**src/rtl/ser_reg_pkg.sv**
```systemverilog
`default_nettype none
// ============================================================
// ser_reg_pkg : shared FSM encoding and counter sizing
// Rev 1.0
// ============================================================
package ser_reg_pkg;

  typedef enum logic [1:0] {
    S_IDLE   = 2'd0,
    S_ADDR   = 2'd1,
    S_DATA   = 2'd2,
    S_COMMIT = 2'd3
  } state_t;

  // Sized so it can hold the longer of the two phase lengths minus one.
  function automatic int ctr_width(input int aw, input int dw);
    return $clog2((aw > dw) ? aw : dw) + 1;
  endfunction

endpackage
`default_nettype wire

```
**src/rtl/ser_reg_ctrl.sv**
```systemverilog
`default_nettype none
// ============================================================
// ser_reg_ctrl : transaction FSM, phase counter, BUSY, strobes
// Rev 1.0
// ============================================================
module ser_reg_ctrl
  import ser_reg_pkg::*;
#(
  parameter int ADDR_WIDTH = 8,
  parameter int DATA_WIDTH = 8
) (
  input  logic   CLK,
  input  logic   RSTN,
  input  logic   i_rd_en,
  input  logic   i_wr_en,
  output state_t o_state,
  output logic   o_busy,
  output logic   o_op_wr,
  output logic   o_last,
  output logic   o_dual
);

  localparam int c_ctr_w = ctr_width(ADDR_WIDTH, DATA_WIDTH);
  localparam logic [c_ctr_w-1:0] c_addr_ld = c_ctr_w'(ADDR_WIDTH - 1);
  localparam logic [c_ctr_w-1:0] c_data_ld = c_ctr_w'(DATA_WIDTH - 1);

  state_t             r_state;
  logic [c_ctr_w-1:0] r_ctr;
  logic               r_busy;
  logic               r_op_wr;

  always_ff @(posedge CLK) begin
    if (!RSTN) begin
      r_state <= S_IDLE;
      r_ctr   <= '0;
      r_busy  <= 1'b0;
      r_op_wr <= 1'b0;
    end else begin
      case (r_state)
        S_IDLE: begin
          // Both strobes together is an error, not a transaction.
          if (i_rd_en ^ i_wr_en) begin
            r_state <= S_ADDR;
            r_ctr   <= c_addr_ld;
            r_busy  <= 1'b1;
            r_op_wr <= i_wr_en;
          end
        end
        S_ADDR: begin
          if (r_ctr == '0) begin
            r_state <= S_DATA;
            r_ctr   <= c_data_ld;
          end else begin
            r_ctr <= r_ctr - 1'b1;
          end
        end
        S_DATA: begin
          if (r_ctr == '0) begin
            if (r_op_wr) begin
              r_state <= S_COMMIT;
            end else begin
              r_state <= S_IDLE;
              r_busy  <= 1'b0;
            end
          end else begin
            r_ctr <= r_ctr - 1'b1;
          end
        end
        S_COMMIT: begin
          r_state <= S_IDLE;
          r_busy  <= 1'b0;
        end
        default: begin
          r_state <= S_IDLE;
          r_busy  <= 1'b0;
        end
      endcase
    end
  end

  assign o_state = r_state;
  assign o_busy  = r_busy;
  assign o_op_wr = r_op_wr;
  assign o_last  = (r_ctr == '0);
  assign o_dual  = (r_state == S_IDLE) && i_rd_en && i_wr_en;

endmodule
`default_nettype wire

```
**src/rtl/ser_reg_file.sv**
```systemverilog
`default_nettype none
// ============================================================
// ser_reg_file : serially accessed register file (top)
// Rev 1.0
// ============================================================
module ser_reg_file
  import ser_reg_pkg::*;
#(
  parameter int                          N_REG      = 5,
  parameter int                          ADDR_WIDTH = 8,
  parameter int                          DATA_WIDTH = 8,
  parameter logic [N_REG*ADDR_WIDTH-1:0] ADDR       = 40'h5506A17834,
  parameter logic [N_REG*DATA_WIDTH-1:0] INIT       = 40'h3300000000,
  parameter logic [N_REG-1:0]            RO_MASK    = 5'b10000
) (
  input  logic CLK,
  input  logic RSTN,
  input  logic RD_EN,
  input  logic WR_EN,
  input  logic DIN,
  output logic DOUT,
  output logic BUSY,
  output logic ERR
);

  state_t w_state;
  logic   w_busy;
  logic   w_op_wr;
  logic   w_last;
  logic   w_dual;

  ser_reg_ctrl #(
    .ADDR_WIDTH (ADDR_WIDTH),
    .DATA_WIDTH (DATA_WIDTH)
  ) u_ctrl (
    .CLK     (CLK),
    .RSTN    (RSTN),
    .i_rd_en (RD_EN),
    .i_wr_en (WR_EN),
    .o_state (w_state),
    .o_busy  (w_busy),
    .o_op_wr (w_op_wr),
    .o_last  (w_last),
    .o_dual  (w_dual)
  );

  logic w_addr_ph, w_addr_last, w_data_ph, w_data_last, w_commit;
  assign w_addr_ph   = (w_state == S_ADDR);
  assign w_addr_last = w_addr_ph && w_last;
  assign w_data_ph   = (w_state == S_DATA);
  assign w_data_last = w_data_ph && w_last;
  assign w_commit    = (w_state == S_COMMIT);

  logic [ADDR_WIDTH-1:0] r_addr;
  logic [ADDR_WIDTH-1:0] w_addr_nxt;
  logic [DATA_WIDTH-1:0] r_shadow;
  logic [DATA_WIDTH-1:0] r_snap;
  logic [N_REG-1:0]      r_sel;
  logic                  r_match;
  logic                  r_dout;
  logic                  r_err;
  logic [DATA_WIDTH-1:0] r_regs [N_REG];

  // Decode uses the address including the bit arriving this cycle, so the
  // snapshot and first DOUT bit are ready on the ADDR->DATA edge.
  assign w_addr_nxt = (r_addr << 1) | ADDR_WIDTH'(DIN);

  logic [N_REG-1:0] w_hit;
  for (genvar i = 0; i < N_REG; i++) begin : g_dec
    assign w_hit[i] = (w_addr_nxt == ADDR[i*ADDR_WIDTH +: ADDR_WIDTH]);
  end

  logic [DATA_WIDTH-1:0] w_rd_val;
  always_comb begin
    w_rd_val = '0;
    for (int i = 0; i < N_REG; i++) begin
      if (w_hit[i]) w_rd_val = w_rd_val | r_regs[i];
    end
  end

  always_ff @(posedge CLK) begin
    if (!RSTN) begin
      r_addr   <= '0;
      r_shadow <= '0;
      r_snap   <= '0;
      r_sel    <= '0;
      r_match  <= 1'b0;
      r_dout   <= 1'b0;
      r_err    <= 1'b0;
    end else begin
      r_err <= w_dual ||
               (w_data_last && (!r_match || (w_op_wr && |(r_sel & RO_MASK))));

      if (w_addr_ph) r_addr <= w_addr_nxt;

      if (w_addr_last) begin
        r_sel   <= w_hit;
        r_match <= |w_hit;
        r_dout  <= !w_op_wr && w_rd_val[DATA_WIDTH-1];
        r_snap  <= w_rd_val << 1;
      end else if (w_data_ph && !w_op_wr && !w_last) begin
        r_dout <= r_snap[DATA_WIDTH-1];
        r_snap <= r_snap << 1;
      end else begin
        r_dout <= 1'b0;
      end

      if (w_data_ph) r_shadow <= (r_shadow << 1) | DATA_WIDTH'(DIN);
    end
  end

  always_ff @(posedge CLK) begin
    if (!RSTN) begin
      for (int i = 0; i < N_REG; i++) r_regs[i] <= INIT[i*DATA_WIDTH +: DATA_WIDTH];
    end else if (w_commit) begin
      for (int i = 0; i < N_REG; i++) begin
        if (r_sel[i] && !RO_MASK[i]) r_regs[i] <= r_shadow;
      end
    end
  end

  assign DOUT = r_dout;
  assign BUSY = w_busy;
  assign ERR  = r_err;

endmodule
`default_nettype wire

```
**config.mk**
```make
export PLATFORM = sky130hd
export DESIGN_NAME = ser_reg_file
export DESIGN_NICKNAME = d
export VERILOG_FILES = /design/src/rtl/ser_reg_pkg.sv /design/src/rtl/ser_reg_ctrl.sv /design/src/rtl/ser_reg_file.sv
export SDC_FILE = /design/constraint.sdc
export NUM_CORES = 1
export LEC_CHECK = 0
export CAP_MARGIN = 20
export CORE_ASPECT_RATIO = 2
export CORE_MARGIN = 5
export CORE_UTILIZATION = 39
export CTS_BUF_LIST = sky130_fd_sc_hd__clkbuf_2 sky130_fd_sc_hd__clkbuf_4 sky130_fd_sc_hd__clkbuf_8
export DETAILED_ROUTE_END_ITERATION = 12
export DONT_BUFFER_PORTS = 1
export PLACE_DENSITY_LB_ADDON = 0.25
export SLEW_MARGIN = 20
export SYNTH_ARGS = -nofsm -noshare
export SYNTH_HDL_FRONTEND = slang
export SYNTH_HIERARCHICAL = 1
export SYNTH_SLANG_ARGS = --single-unit
```
**constraint.sdc**
```tcl
create_clock -name CLK -period 5.2 [get_ports CLK]
set_clock_uncertainty 0.15 [all_clocks]
set_input_delay 1.04 -clock CLK [delete_from_list [all_inputs] [get_ports CLK]]
set_output_delay 1.04 -clock CLK [all_outputs]
set_load 0.02 [all_outputs]
```
# [Yosys cells after proc, flatten, opt, wreduce, memory -nomap -nowiden]
# Memories as Yosys holds them, arrays and structs flattened.
# Cells that the tools add are included.
[totals] out_inout_bits=3 ram_bits=40 wordCells=104 memories=1 inputBits=5 regBits=38
[op_classes] n_reduce_logical=24 add_sub_neg=1 eq_ne=13 bitwise_logic=11 mux=43
[mem_list] name="r_regs" depth=5 width=8 rd=5 rd_clocked_by_memory_dff=0 write_ports=5 line_no="ser_reg_file.sv:62" text="logic [DATA_WIDTH-1:0] r_regs [N_REG];"
[op_table] cell="$mux W8" count=11
[op_table] cell="$or A8 B8 Y8" count=4
[op_table] cell="$mux W1" count=22
[op_table] cell="$eq A8 B7 Y1 const B" count=2
[op_table] cell="$or A8 B1 Y8" count=2
[op_table] cell="$mux W4" count=3
[op_table] cell="$pmux W4 S3" count=1
[op_table] cell="$logic_and A1 B1 Y1" count=9
[op_table] cell="$eq A8 B3 Y1 const B" count=1
[op_table] cell="$eq A8 B6 Y1 const B" count=1
[op_table] cell="$eq A8 B8 Y1 const B" count=1
[op_table] cell="$mux W2" count=4
[op_table] cell="$ne A2 B2 Y1 const B" count=4
[op_table] cell="$pmux W2 S4" count=1
[op_table] cell="$reduce_and A3 Y1" count=2
[op_table] cell="$reduce_bool A3 Y1" count=2
[op_table] cell="$reduce_or A5 Y1" count=1
[op_table] cell="$eq A2 B2 Y1 const B" count=2
[op_table] cell="$logic_not A4 Y1" count=1
[op_table] cell="$or A1 B1 Y1" count=4
[op_table] cell="$reduce_and A4 Y1" count=1
[op_table] cell="$sub A4 B1 Y4 const B" count=1
[op_table] cell="$logic_not A1 Y1" count=3
[op_table] cell="$pmux W1 S3" count=1
[op_table] cell="7 further kinds" count=8

# [Depth between registers and ports, before layout]
[depth] depth_word=13 ltp_mapped=7 depth_no_buf=7

# [By module]
# Netlist, hierarchy kept.
[by_module_without_submodules] module="ser_reg_file" seq_area_each_um2=1561.5 area_each_um2=2904.0 cells_per_inst=269 n_inst=1
[by_module_without_submodules] module="ser_reg_ctrl" seq_area_each_um2=160.2 area_each_um2=560.5 cells_per_inst=65 n_inst=1

# [Least setup slack after synthesis]
# OpenSTA, ideal clock, no wires.
[synth_timing] path_type="input port to flip-flop" startpoint="input DIN" endpoint="register r_snap[5]" slack_ps=2967 t_required_ps=4931 path_buffers=1 arrival_ps=1964 setup_time_ps=119 cell_stages=5 path_cell_list="and4bb_1 buf_6 and2_4 a221o_1 o221a_1"
[synth_via] elab_chain_len=12 elab_cells_between_ends=16
[synth_lines] element="start, declared" line_no="ser_reg_file.sv:20" text="input logic DIN,"
[synth_lines] element="$or A8 B1 Y8 (*)" line_no="ser_reg_file.sv:66" text="assign w_addr_nxt = (r_addr << 1) | ADDR_WIDTH'(DIN);"
[synth_lines] element="$eq A8 B6 Y1" line_no="ser_reg_file.sv:70" text="assign w_hit[i] = (w_addr_nxt == ADDR[i*ADDR_WIDTH +: ADDR_WIDTH]);"
[synth_lines] element="$mux W8" line_no="ser_reg_file.sv:77" text="if (w_hit[i]) w_rd_val = w_rd_val | r_regs[i];"
[synth_lines] element="$or A8 B8 Y8" line_no="ser_reg_file.sv:77"
[synth_lines] element="$mux W8" line_no="ser_reg_file.sv:77"
[synth_lines] element="$or A8 B8 Y8" line_no="ser_reg_file.sv:77"
[synth_lines] element="$mux W8" line_no="ser_reg_file.sv:77"
[synth_lines] element="$or A8 B8 Y8" line_no="ser_reg_file.sv:77"
[synth_lines] element="$mux W8" line_no="ser_reg_file.sv:77"
[synth_lines] element="$or A8 B8 Y8" line_no="ser_reg_file.sv:77"
[synth_lines] element="$mux W8 (*)" line_no="ser_reg_file.sv:77"
[synth_lines] element="$mux W8 (*)" line_no="ser_reg_file.sv:96" text="if (w_addr_last) begin"
[synth_lines] element="end signal, assigned" line_no="ser_reg_file.sv:100" text="r_snap <= w_rd_val << 1;"
[synth_lines] element="end signal, assigned" line_no="ser_reg_file.sv:103" text="r_snap <= r_snap << 1;"
[synth_lines] element="end, declared" line_no="ser_reg_file.sv:57" text="logic [DATA_WIDTH-1:0] r_snap;"
# Mark *: on every way between the ends. The rest lies on a longest branch, timed or not.
# A chain may end at the register's enable or synchronous reset.

# [Final worst setup path]
[layout_timing] startpoint="register u_ctrl.r_ctr[0]" endpoint="register r_snap[3]"
[layout_via] elab_chain_len=4 elab_cells_between_ends=6
[layout_lines] element="start, declared" line_no="ser_reg_ctrl.sv:28" text="logic [c_ctr_w-1:0] r_ctr;"
[layout_lines] element="start signal, assigned" line_no="ser_reg_ctrl.sv:44" text="r_ctr <= c_addr_ld;"
[layout_lines] element="start signal, assigned" line_no="ser_reg_ctrl.sv:52" text="r_ctr <= c_data_ld;"
[layout_lines] element="start signal, assigned" line_no="ser_reg_ctrl.sv:54" text="r_ctr <= r_ctr - 1'b1;"
[layout_lines] element="$logic_not A4 Y1 (*)" line_no="ser_reg_ctrl.sv:84" text="assign o_last = (r_ctr == '0);"
[layout_lines] element="net w_last" line_no="ser_reg_file.sv:29" text="logic w_last;"
[layout_lines] element="$logic_not A1 Y1" line_no="ser_reg_file.sv:101" text="end else if (w_data_ph && !w_op_wr && !w_last) begin"
[layout_lines] element="$logic_and A1 B1 Y1" line_no="ser_reg_file.sv:101"
[layout_lines] element="$reduce_bool A2 Y1 (no line)"
# The timed path passes the listed nets; every way through them passes the cells marked *.

==> flow_metrics.env <==
export IMPL_antenna_found_initial=0
export IMPL_pwr_share_seq_pct=44.7
export IMPL_cts_repair_resize_count=0
export IMPL_slowest_delay_ns=0.74
export IMPL_synth_area_leaders="edfxtp_1, dfxtp_1, and2_1"
export IMPL_cts_tree="yes"
export IMPL_start_util_pct=40.1
export IMPL_core_area_um2=8650
export IMPL_use_met2_pct=31.8
export IMPL_hold_path_class="reg -> reg"
export IMPL_wire_per_inst_um=19.0
export IMPL_pwr_share_comb_pct=23.7
export IMPL_areaGrowthSynthToFinish_pct=6.46
export IMPL_cts_buffers=9
export IMPL_grt_pass1_wl_mm=13.1
export IMPL_power_frac_clock_pct=31.6
export IMPL_power_switching_uw=500
export IMPL_post_route_cells_drive_above_1_share_pct=9.31
export IMPL_syn_area_per_cell_um2=10.4
export IMPL_postSynthCellCount=334
export IMPL_syn_nets=346
export IMPL_grt_max_degree=31
export IMPL_relSlewSlack_pct=30.1
export IMPL_cp_max_fo=12
export IMPL_cts_max_level=3
export IMPL_status="finished clean"
export IMPL_place_hpwl_mm=6.18
export IMPL_clk_path_buf_depth=2
export IMPL_grt_setup_unrepaired="false"
export IMPL_routed_wirelength_mm=8.22
export IMPL_layout_min_cycle_time_ns=2.52
export IMPL_startpoint="u_ctrl/r_ctr[0]$_SDFFE_PN0P_"
export IMPL_setup_violations_final=0
export IMPL_synth_edff_count=32
export IMPL_synth_top_cell_by_area="edfxtp_1"
export IMPL_async_flop_share_pct=0
export IMPL_r2r_start="u_ctrl/r_ctr[0]$_SDFFE_PN0P_"
export IMPL_powerDensity_nw_per_um2=414
export IMPL_via_per_inst=5.65
export IMPL_crit_path_end_kind="flip-flop"
export IMPL_num_rows=48
export IMPL_worst_endpoint_arrival_ns=2.56
export IMPL_drc=0
export IMPL_die_area_um2=11000
export IMPL_use_met1_pct=14.2
export IMPL_postCtsSetupBuffers=0
export IMPL_leakagePower_uw=0.00128
export IMPL_internal_power_uw=1030
export IMPL_synth_ff_type="dfxtp_1"
export IMPL_final_common_cell="nand2_1"
export IMPL_port_buffers=0
export IMPL_ys_seq_area_share_pct=49.7
export IMPL_synth_top_cell_area_share_pct=27.7
export IMPL_finalHoldViolCount=0
export IMPL_clkLatencyLatePin_ns=0.36
export IMPL_ioPinCount=8
export IMPL_path_clk_slew_ns=0.08
export IMPL_finalCritPeriodShare_pct=48.4
export IMPL_seqCellArea_um2=1720
export IMPL_antenna_left=0
export IMPL_gp_congestion=0.812
export IMPL_antenna_cells=0
export IMPL_final_cell_mix="nand2_1, dfxtp_1, and2_1"
export IMPL_startpoint_type="flip-flop"
export IMPL_cts_root_buf="clkbuf_8"
export IMPL_syn_area_um2=3460
export IMPL_switching_share_pct=32.7
export IMPL_die_y_um=143
export IMPL_top_usage_layer="met2"
export IMPL_yosysWarnings=6
export IMPL_ir_drop_uv=134
export IMPL_cap_violations=0
export IMPL_tns_ns=0
export IMPL_slew_violations=0
export IMPL_ys_seq_elements=70
export IMPL_cts_hold_buf=0
export IMPL_r2r_setup_slack_ns=2.68
export IMPL_num_vias=2445
export IMPL_layout_nets=340
export IMPL_hold_start="r_sel[4]$_SDFFE_PN0P_"
export IMPL_grt_overflow=0
export IMPL_drt_iter0_markers=193
export IMPL_multi_input_area_um2=1600
export IMPL_nFillCells=860
export IMPL_grt_use_met3_pct=2.82
export IMPL_path_class="reg -> reg"
export IMPL_clock_sinks=70
export IMPL_worst_slew_pin_slew_ns=1.05
export IMPL_crit_path_top_delay_cell="nor3b_2"
export IMPL_fmax_mhz=397
export IMPL_crit_required_ns=5.25
export IMPL_grt_use_total_pct=15.8
export IMPL_first_pass_iters=4
export IMPL_first_global_vias=2431
export IMPL_total_power_uw=1530
export IMPL_crit_path_cell_trace="inv_1 -> ha_1 -> nor3b_2 -> and3b_1 -> nor2_1 -> a22oi_1 -> o22ai_1"
export IMPL_synth_cell_types=63
export IMPL_die_w_um=76.6
## state kept, by name, indices dropped and copies added (netlist names)
signal          count
r_sel               5
u_ctrl/r_ctr        4
r_shadow            8
DOUT                1
r_addr              7
r_snap              7
ERR                 1
u_ctrl/o_busy       1
r_match             1
u_ctrl/o_op_wr      1
u_ctrl/o_state      2
r_regs             32
## worst paths after layout
| path | to | depth (start not counted) |
|---|---|---|
| worst max-delay path | r_snap[3]$_SDFFE_PN0P_ | 7 |
| worst min-delay path | r_sel[4]$_SDFFE_PN0P_ | 2 |
| worst max register to register | r_snap[3]$_SDFFE_PN0P_ | 7 |
| worst min register to register | r_sel[4]$_SDFFE_PN0P_ | 2 |
## Yosys cell counts, drive strengths merged, types with 2 or more instances
| library cell | n |
|---|---|
| a21oi | 26 |
| o21ai | 12 |
| nor3b | 2 |
| nor2 | 10 |
| and2 | 36 |
| nand2 | 55 |
| o221ai | 2 |
| nand2b | 5 |
| ha | 7 |
| a221oi | 2 |
| inv | 6 |
| o22ai | 4 |
| and3 | 6 |
| a31oi | 5 |
| nor3 | 3 |
| nor4 | 2 |
| or4b | 3 |
| o2bb2ai | 2 |
| nand3 | 4 |
| a22oi | 5 |
| clkbuf | 6 |
| a22o | 5 |
| nor4b | 3 |
| edfxtp | 32 |
| and4bb | 2 |
| dfxtp | 38 |
| buf | 10 |
| a21boi | 2 |
| a21o | 8 |
| a222oi | 4 |
| nor2b | 4 |
| nand4b | 2 |
## per-layer routing
layer	part of all wire [%]	up-vias
li1	-	1214
met1	34	1174
met2	59	37
met3	2.5	20
met4	4.3	0
met5	0	-
## metrics by stage
stage	worst slack, ns	cell area [um2]	std cells	utilization [%]	hold WS [ns]
finish	2.68	3690	433	42.7	0.317
global route	2.48	3690	433	42.7	0.351
CTS	2.67	3690	433	42.7	0.318
detailed placement	2.56	3470	417	40.1	0.307
global placement	2.60	3470	417	40.1	0.295
floorplan	2.97	3460	334	-	0.287
## critical path, delay by kind of cell, from the launching register on
family	cells	cell delay [ns]
adders and majority gates	1	0.18
DFF	1	0.33
and+or+nand+nor	3	1.36
buffers and inverters	1	0.06
AOI/OAI and AO/OA	2	0.26
## cells by family (layout without fill, tap and decap cells)
logic type	after synthesis	count (layout)	synth area share, %
multiplexers	1	1	0.325
AND/OR/NAND/NOR	144	144	24.8
AO/OA/AOI/OAI	88	88	18.3
adder cells (fa/ha/maj)	7	7	2.53
XOR/XNOR	1	1	0.253
buffers and inverters	23	22	4.08
flip-flops	70	70	49.7
## area by class of cell
cell class,count,share of cell area [%]
sequential,70,46.7
tap,100,3.39
clock inverter,6,2.34
clock buffer,10,3.56
multi-input combinational,241,43.4
inverter,6,0.611
## power groups by stage
| stage | combinational, uW | sequential, uW | clock (uW) |
|---|---|---|---|
| 4_1_cts | 364 | 685 | 488 |
| 3_3_place_gp | 360 | 695 | 0 |
| 5_1_grt | 402 | 693 | 516 |
| 2_1_floorplan | 313 | 664 | 0 |
| 6_report | 361 | 683 | 482 |
| 3_5_place_dp | 364 | 696 | 0 |
No activity file was read; power rests on OpenSTA's default activity.
